--- src/rtl/openddr_dfi_phy_responder.sv ---
// openddr_dfi_phy_responder
// DFI PHY/DRAM-side responder for the OpenDDR controller. Decodes phase-p0
// commands through a two-state rank FSM, keeps a small word array updated by
// masked write data and returns read data a fixed RDLAT cycles after each RD.
// Sticky error flags report protocol and write-data timing violations.
//
// Write-data timing: a WR accepted on edge T is due on edge T+WRLAT, i.e.
// dfi_wrdata_en_0_p0 must be high in the cycle that ends with that edge.
// There is no backpressure: every input is sampled on each rising edge of mck
// and the responder never stalls the controller.
module openddr_dfi_phy_responder #(
  parameter int DATA_WIDTH = 64,
  parameter int MEM_DEPTH  = 16,
  parameter int WRLAT      = 2,
  parameter int RDLAT      = 4,
  parameter int WQ_DEPTH   = 4
) (
  input  logic                    mck,
  input  logic                    mc_rst,
  input  logic                    dfi_reset_n,
  input  logic [1:0]              dfi_cs_0_p0,
  input  logic [6:0]              dfi_address_0_p0,
  input  logic [DATA_WIDTH-1:0]   dfi_wrdata_0_p0,
  input  logic [DATA_WIDTH/8-1:0] dfi_wrdata_mask_0_p0,
  input  logic                    dfi_wrdata_en_0_p0,
  output logic [DATA_WIDTH-1:0]   dfi_rddata_0_p0,
  output logic                    dfi_rddata_valid_0_p0,
  output logic                    rank_active,
  output logic                    err_proto,
  output logic                    err_wdata,
  output logic [15:0]             rd_count,
  output logic [15:0]             wr_count
);

  localparam int NB = DATA_WIDTH / 8;
  localparam int IW = $clog2(MEM_DEPTH);
  localparam int NW = 1 << IW;
  localparam int CW = $clog2(WRLAT + 1);
  localparam int QW = $clog2(WQ_DEPTH + 1);

  localparam logic [2:0] OP_NOP = 3'b000;
  localparam logic [2:0] OP_ACT = 3'b001;
  localparam logic [2:0] OP_WR  = 3'b010;
  localparam logic [2:0] OP_RD  = 3'b011;
  localparam logic [2:0] OP_PRE = 3'b100;
  localparam logic [2:0] OP_REF = 3'b101;

  typedef enum logic {ST_IDLE = 1'b0, ST_ACTIVE = 1'b1} state_t;

  state_t r_state;
  state_t w_state_nxt;

  // Either reset source clears control state; only mc_rst clears the array.
  logic w_rst;
  assign w_rst = mc_rst | ~dfi_reset_n;

  logic          w_cmd_vld;
  logic [2:0]    w_op;
  logic [IW-1:0] w_idx;
  assign w_cmd_vld = dfi_cs_0_p0[0];
  assign w_op      = dfi_address_0_p0[6:4];
  assign w_idx     = dfi_address_0_p0[IW-1:0];

  // cs bit1 and the index bits above IW carry no meaning here.
  logic w_unused;
  assign w_unused = ^{dfi_cs_0_p0[1], dfi_address_0_p0[3:0]};

  logic w_rd_acc;
  logic w_wr_req;
  logic w_proto_bad;

  // Rank state register.
  always_ff @(posedge mck) begin
    if (w_rst) r_state <= ST_IDLE;
    else       r_state <= w_state_nxt;
  end

  // Command decode against the current rank state.
  always_comb begin
    w_state_nxt = r_state;
    w_rd_acc    = 1'b0;
    w_wr_req    = 1'b0;
    w_proto_bad = 1'b0;
    if (w_cmd_vld) begin
      case (w_op)
        OP_NOP: ;
        OP_ACT: if (r_state == ST_IDLE) w_state_nxt = ST_ACTIVE;
                else                    w_proto_bad = 1'b1;
        OP_WR:  if (r_state == ST_ACTIVE) w_wr_req = 1'b1;
                else                      w_proto_bad = 1'b1;
        OP_RD:  if (r_state == ST_ACTIVE) w_rd_acc = 1'b1;
                else                      w_proto_bad = 1'b1;
        OP_PRE: w_state_nxt = ST_IDLE;
        OP_REF: if (r_state == ST_ACTIVE) w_proto_bad = 1'b1;
        default: w_proto_bad = 1'b1;
      endcase
    end
  end

  // Outstanding-write queue: entry 0 is the oldest. The countdown is loaded
  // with WRLAT and decremented on every later edge (saturating at 0), so an
  // on-time wrdata_en finds the head countdown at exactly 1 on its edge.
  logic [IW-1:0] r_wq_idx     [WQ_DEPTH];
  logic [CW-1:0] r_wq_cnt     [WQ_DEPTH];
  logic [QW-1:0] r_wq_num;
  logic [IW-1:0] w_wq_idx_nxt [WQ_DEPTH];
  logic [CW-1:0] w_wq_cnt_nxt [WQ_DEPTH];
  logic [CW-1:0] w_cnt_dec    [WQ_DEPTH];
  logic [QW-1:0] w_num_after_pop;
  logic [QW-1:0] w_wq_num_nxt;
  logic          w_pop;
  logic          w_wen_empty;
  logic          w_wr_off_time;
  logic          w_wq_full;
  logic          w_wr_acc;
  logic          w_wr_drop;

  // Queue pop/push and countdown update.
  always_comb begin
    w_pop           = dfi_wrdata_en_0_p0 && (r_wq_num != '0) && !w_rst;
    w_wen_empty     = dfi_wrdata_en_0_p0 && (r_wq_num == '0);
    w_wr_off_time   = w_pop && (r_wq_cnt[0] != CW'(1));
    w_wq_full       = (r_wq_num == QW'(WQ_DEPTH)) && !w_pop;
    w_wr_acc        = w_wr_req && !w_wq_full;
    w_wr_drop       = w_wr_req && w_wq_full;
    w_num_after_pop = r_wq_num - QW'(w_pop);
    w_wq_num_nxt    = w_num_after_pop + QW'(w_wr_acc);
    for (int i = 0; i < WQ_DEPTH; i++) begin
      w_cnt_dec[i]    = (r_wq_cnt[i] == '0) ? '0 : r_wq_cnt[i] - CW'(1);
      w_wq_idx_nxt[i] = r_wq_idx[i];
      w_wq_cnt_nxt[i] = w_cnt_dec[i];
    end
    if (w_pop) begin
      for (int i = 0; i < WQ_DEPTH - 1; i++) begin
        w_wq_idx_nxt[i] = r_wq_idx[i+1];
        w_wq_cnt_nxt[i] = w_cnt_dec[i+1];
      end
    end
    for (int i = 0; i < WQ_DEPTH; i++) begin
      if (w_wr_acc && (w_num_after_pop == QW'(i))) begin
        w_wq_idx_nxt[i] = w_idx;
        w_wq_cnt_nxt[i] = CW'(WRLAT);
      end
    end
  end

  // Write-queue registers.
  always_ff @(posedge mck) begin
    if (w_rst) begin
      r_wq_num <= '0;
      for (int i = 0; i < WQ_DEPTH; i++) begin
        r_wq_idx[i] <= '0;
        r_wq_cnt[i] <= '0;
      end
    end else begin
      r_wq_num <= w_wq_num_nxt;
      for (int i = 0; i < WQ_DEPTH; i++) begin
        r_wq_idx[i] <= w_wq_idx_nxt[i];
        r_wq_cnt[i] <= w_wq_cnt_nxt[i];
      end
    end
  end

  logic [DATA_WIDTH-1:0] r_mem [NW];
  logic [IW-1:0]         w_wr_addr;
  logic [DATA_WIDTH-1:0] w_rd_word;
  assign w_wr_addr = r_wq_idx[0];

  // Array read with same-edge write forwarding of the unmasked bytes.
  always_comb begin
    w_rd_word = r_mem[w_idx];
    if (w_pop && (w_wr_addr == w_idx)) begin
      for (int b = 0; b < NB; b++) begin
        if (!dfi_wrdata_mask_0_p0[b]) w_rd_word[b*8 +: 8] = dfi_wrdata_0_p0[b*8 +: 8];
      end
    end
  end

  // Word array: cleared by mc_rst only, byte-masked writes on queue pop.
  always_ff @(posedge mck) begin
    if (mc_rst) begin
      for (int i = 0; i < NW; i++) r_mem[i] <= '0;
    end else if (w_pop) begin
      for (int b = 0; b < NB; b++) begin
        if (!dfi_wrdata_mask_0_p0[b]) r_mem[w_wr_addr][b*8 +: 8] <= dfi_wrdata_0_p0[b*8 +: 8];
      end
    end
  end

  logic                  r_rp_vld  [RDLAT];
  logic [DATA_WIDTH-1:0] r_rp_data [RDLAT];
  logic                  r_rd_vld;
  logic [DATA_WIDTH-1:0] r_rd_data;

  // Read latency pipe plus output register: RD on edge T shows on edge T+RDLAT.
  always_ff @(posedge mck) begin
    if (w_rst) begin
      for (int k = 0; k < RDLAT; k++) begin
        r_rp_vld[k]  <= 1'b0;
        r_rp_data[k] <= '0;
      end
      r_rd_vld  <= 1'b0;
      r_rd_data <= '0;
    end else begin
      r_rp_vld[0]  <= w_rd_acc;
      r_rp_data[0] <= w_rd_acc ? w_rd_word : '0;
      for (int k = 1; k < RDLAT; k++) begin
        r_rp_vld[k]  <= r_rp_vld[k-1];
        r_rp_data[k] <= r_rp_data[k-1];
      end
      r_rd_vld  <= r_rp_vld[RDLAT-1];
      r_rd_data <= r_rp_data[RDLAT-1];
    end
  end

  logic [15:0] r_rd_count;
  logic [15:0] r_wr_count;
  logic        r_err_proto;
  logic        r_err_wdata;

  // Accepted-command counters and sticky error flags.
  always_ff @(posedge mck) begin
    if (w_rst) begin
      r_rd_count  <= '0;
      r_wr_count  <= '0;
      r_err_proto <= 1'b0;
      r_err_wdata <= 1'b0;
    end else begin
      if (w_rd_acc) r_rd_count <= r_rd_count + 16'd1;
      if (w_wr_acc) r_wr_count <= r_wr_count + 16'd1;
      if (w_proto_bad) r_err_proto <= 1'b1;
      if (w_wr_drop || w_wen_empty || w_wr_off_time) r_err_wdata <= 1'b1;
    end
  end

  assign dfi_rddata_0_p0       = r_rd_data;
  assign dfi_rddata_valid_0_p0 = r_rd_vld;
  assign rank_active           = (r_state == ST_ACTIVE);
  assign err_proto             = r_err_proto;
  assign err_wdata             = r_err_wdata;
  assign rd_count              = r_rd_count;
  assign wr_count              = r_wr_count;

endmodule

--- config.mk ---
export PLATFORM = sky130hd
export DESIGN_NAME = openddr_dfi_phy_responder
export DESIGN_NICKNAME = d
export VERILOG_FILES = /design/src/rtl/openddr_dfi_phy_responder.sv
export SDC_FILE = /design/constraint.sdc
export NUM_CORES = 2
export LEC_CHECK = 0
export ABC_AREA = 1
export CORE_ASPECT_RATIO = 0.5
export CORE_MARGIN = 3
export CORE_UTILIZATION = 62
export DETAILED_ROUTE_END_ITERATION = 10
export PLACE_DENSITY = 0.84
export SLEW_MARGIN = 5
export SYNTH_ARGS = -nofsm -noshare
export SYNTH_HDL_FRONTEND = slang
export SYNTH_SLANG_ARGS = --single-unit
--- constraint.sdc ---
create_clock -name mck -period 5.4 [get_ports mck]
set_input_delay 0.54 -clock mck [delete_from_list [all_inputs] [get_ports mck]]
set_output_delay 0.54 -clock mck [all_outputs]
set_load 0.05 [all_outputs]
==> impl_metrics.yaml <==
outcome:
  run_status: "complete, no violations"
route:
  vias_per_cell: 5.586
  drt_iter0_drc: 6371
  firstDrtPassIters: 9
  antenna_left: 0
  vias: 47059
  wl_um: 152800
  routedWlPerCell_um: 18.14
  route.detailed.drc: 0
timing:
  hold_viol_final: 0
  worstMarginPinSlew_ns: 1.294
  max_freq_mhz: 286.7
  slew-limit-headroom_pct: 13.66
  holdWs_ns: 0.3959
  layout_min_cycle_time_ns: 3.488
  worst_slack_ns: 1.912
  drv_slew: 0
  setup_viol: 0
  timing.setup.tns_ns: 0
  finClkSkew_ns: 0.03017
  fin_crit_sh_pct: 64.59
  rsz0062_at_grt: "no"
cts:
  path_clk_slew_ns: 0.07
  htree_levels: 3
  hold_buffers: 0
  cts_resized: 0
  cts-root-buf: "clkbuf_16"
  cts_tree: "built"
  cts_buffers: 116
  cts_buffer_depth: 3
  numClockSinks: 1411
  cts_setup_buffers: 0
  clk_latency_ns: 0.74
finish:
  final_cells: 8425
  nets: 7097
  finish.utilization_pct: 70.02
  final-seq-area_um2: 38500
  fin_area_um2: 67630
  nFillCells: 6690
  drive_gt1_share_pct: 4.655
  multi_input_area_um2: 17810
  layout-area-overhead-vs-synth_pct: 10.55
power_and_ir_drop:
  intPower_mw: 17.15
  leakage_nw: 28.37
  clkPwrFrac_pct: 40.2
  ir_drop_v: 0.0002577
  p_seq_share_pct: 53.5
  sw_frac_of_total_pct: 22.94
  power.total_mw: 22.25
  power_frac_comb_pct: 6.3
  power_density_nw_per_um2: 329.0
  p_sw_mw: 5.104
synth:
  yosysUniqueCellTypes: 32
  synthArstFlopShare_pct: 0
  synth.avg_cell_area_um2: 8.705
  synth_edf_count: 1024
  synth-seq-cells: 1411
  syn-cell-area_um2: 61180
  seq_area_frac_synth_pct: 62.92
  synth_nets: 7117
  synth_cells: 7028
  synth-warning-count: 0
  synthFlopType: "edfxtp_1"
worst_setup_path:
  crit_path_end_kind: "flop"
  required_ns: 6.01
  reg2reg_slack_ns: 1.99
  cp_num_buf_inv: 2
  cp_max_fo: 32
  arrival_ns: 4.10
  cp_slowest_cell: "nor2_4"
  cp_common_cell: "nand3_1"
  cp-start-kind: "input port"
  crit_type: "in -> reg"
  critPathMaxStageDelay_ns: 0.77
  cp_top_family: "simple AND/OR/NAND/NOR gates"
  crit_chain: "clkdlybuf4s50_1, nand3_1, inv_2, nand2_4, nor2_4, nand3_1, o21ai_0, nor2_1"
hold_path:
  hold_path.class: "reg -> reg"
die:
  fp.dieH_um: 228.1
  core_area_um2: 96590
  core.rowCount: 80
  initial_utilization_pct: 63.34
  dieArea_um2: 102700
  io-pin-count: 185
  fp.dieW_um: 450.2
grt:
  grt_max_degree: 189
  grt_overflow: 0
  use_met3_pct: 5.327
  grt_pass1_wl_um: 235200
  antenna_found_initial: 3
  grt_pass1_vias: 43748
  track_usage_pct: 29.07
  busiest_layer: "met2"
  grtUsageMet2_pct: 46.61
  gr-usage-met1_pct: 38.66
placement:
  dp_slack_ns: 1.356
  dpl.hpwl_um: 89990
  io_buffers: 183
  placed_area_um2: 63570
  dp_cells: 8202
  gp_congestion: 0.8824
flow_run:
  cap_violations: 0
==> final cells by class <==
| type | count | share of cell area (%) |
|---|---|---|
| flip-flops and latches | 1411 | 56.92 |
| multi-input cells | 4344 | 26.34 |
| clock buffers | 168 | 5.236 |
| inverters | 915 | 5.108 |
| repair buffers | 220 | 3.199 |
| well taps | 1312 | 2.427 |
| clock inverters | 52 | 0.7622 |
| diodes | 3 | 0.01110 |
==> flip-flops by register name, indices dropped and copies added, names as in the netlist <==
name / count
r_rp_data: 256
rd_count: 16
r_wq_idx: 16
dfi_rddata_0_p0: 64
rank_active: 1
err_wdata: 1
wr_count: 16
r_wq_cnt: 8
err_proto: 1
r_rp_vld: 4
r_wq_num: 3
r_mem: 1024
dfi_rddata_valid_0_p0: 1
==> per-layer routing <==
metal / share of wire, % / wire length [um]
met5: 0 / 0
met1: 37 / 56300
met2: 46 / 70920
met4: 4.8 / 7316
met3: 12 / 18300
==> synth_stat cells, types with 26 or more instances <==
master,count,area (um2)
o21ai_1,51,255.2
dfxtp_1,387,7747
buf_1,26,97.59
o21ai_0,225,1126
nand3_1,557,2788
edfxtp_1,1024,30750
a21oi_1,35,175.2
clkbuf_1,251,942.2
nand2_2,52,325.3
buf_2,74,370.4
inv_1,907,3405
nor2_1,1825,6850
nand2_1,1542,5788
==> cells in the final DEF (no fill, tap or decap), types with 8 or more instances in the layout <==
cell type	synthesis	final
edfxtp_1	1024	1024
a21oi_1	35	35
nor2_4	8	11
nand2_1	1542	1541
inv_4	0	8
nand3_1	557	557
inv_1	907	905
nor2_1	1825	1816
buf_4	2	35
clkinv_2	0	26
dfxtp_1	387	387
clkbuf_16	0	128
clkbuf_1	251	20
o21ai_1	51	51
clkdlybuf4s50_1	0	179
nand4_1	8	8
o21ai_0	225	225
clkbuf_8	0	19
nor2_2	11	17
bufinv_16	0	8
nand2_2	52	52
==> power groups by stage <==
stage          clock network [mW]  registers, mW  logic, mW
2_1_floorplan                   0           12.1      0.902
3_3_place_gp                    0           12.1       1.31
3_5_place_dp                    0           12.1       1.34
4_1_cts                      8.96           11.9       1.36
5_1_grt                      9.41           11.9       1.51
6_report                     8.96           11.9       1.39
==> worst paths after layout <==
| kind | start | endpoint | cells after the start |
|---|---|---|---|
| max reg2reg | r_wq_num[2] | r_rp_data[0][54] | 7 |
| min reg2reg | r_rp_data[2][17] | r_rp_data[3][17] | 2 |
| max | dfi_reset_n | r_rp_data[0][54] | 8 |
| min | r_rp_data[2][17] | r_rp_data[3][17] | 2 |
==> tightest hold or removal path, stage by stage, from the launching register on <==
cell and delay, ns:
dfxtp_1 0.30, inv_1 0.04, nor2_1 0.03
==> cell families (layout without fill, tap and decap cells) <==
| logic type | after synthesis | count (layout) | share of synthesized area (%) |
|---|---|---|---|
| and+or+nand+nor | 4015 | 4015 | 26.23 |
| buffers and inverters | 1273 | 1355 | 8.035 |
| adders and majority gates | 4 | 4 | 0.08181 |
| DFF | 1411 | 1411 | 62.92 |
| AOI/OAI and AO/OA | 317 | 317 | 2.612 |
| xor gates and xnor gates | 8 | 8 | 0.1145 |
| other | 0 | 3 | 0 |
Power figures use the tool's default switching activity.
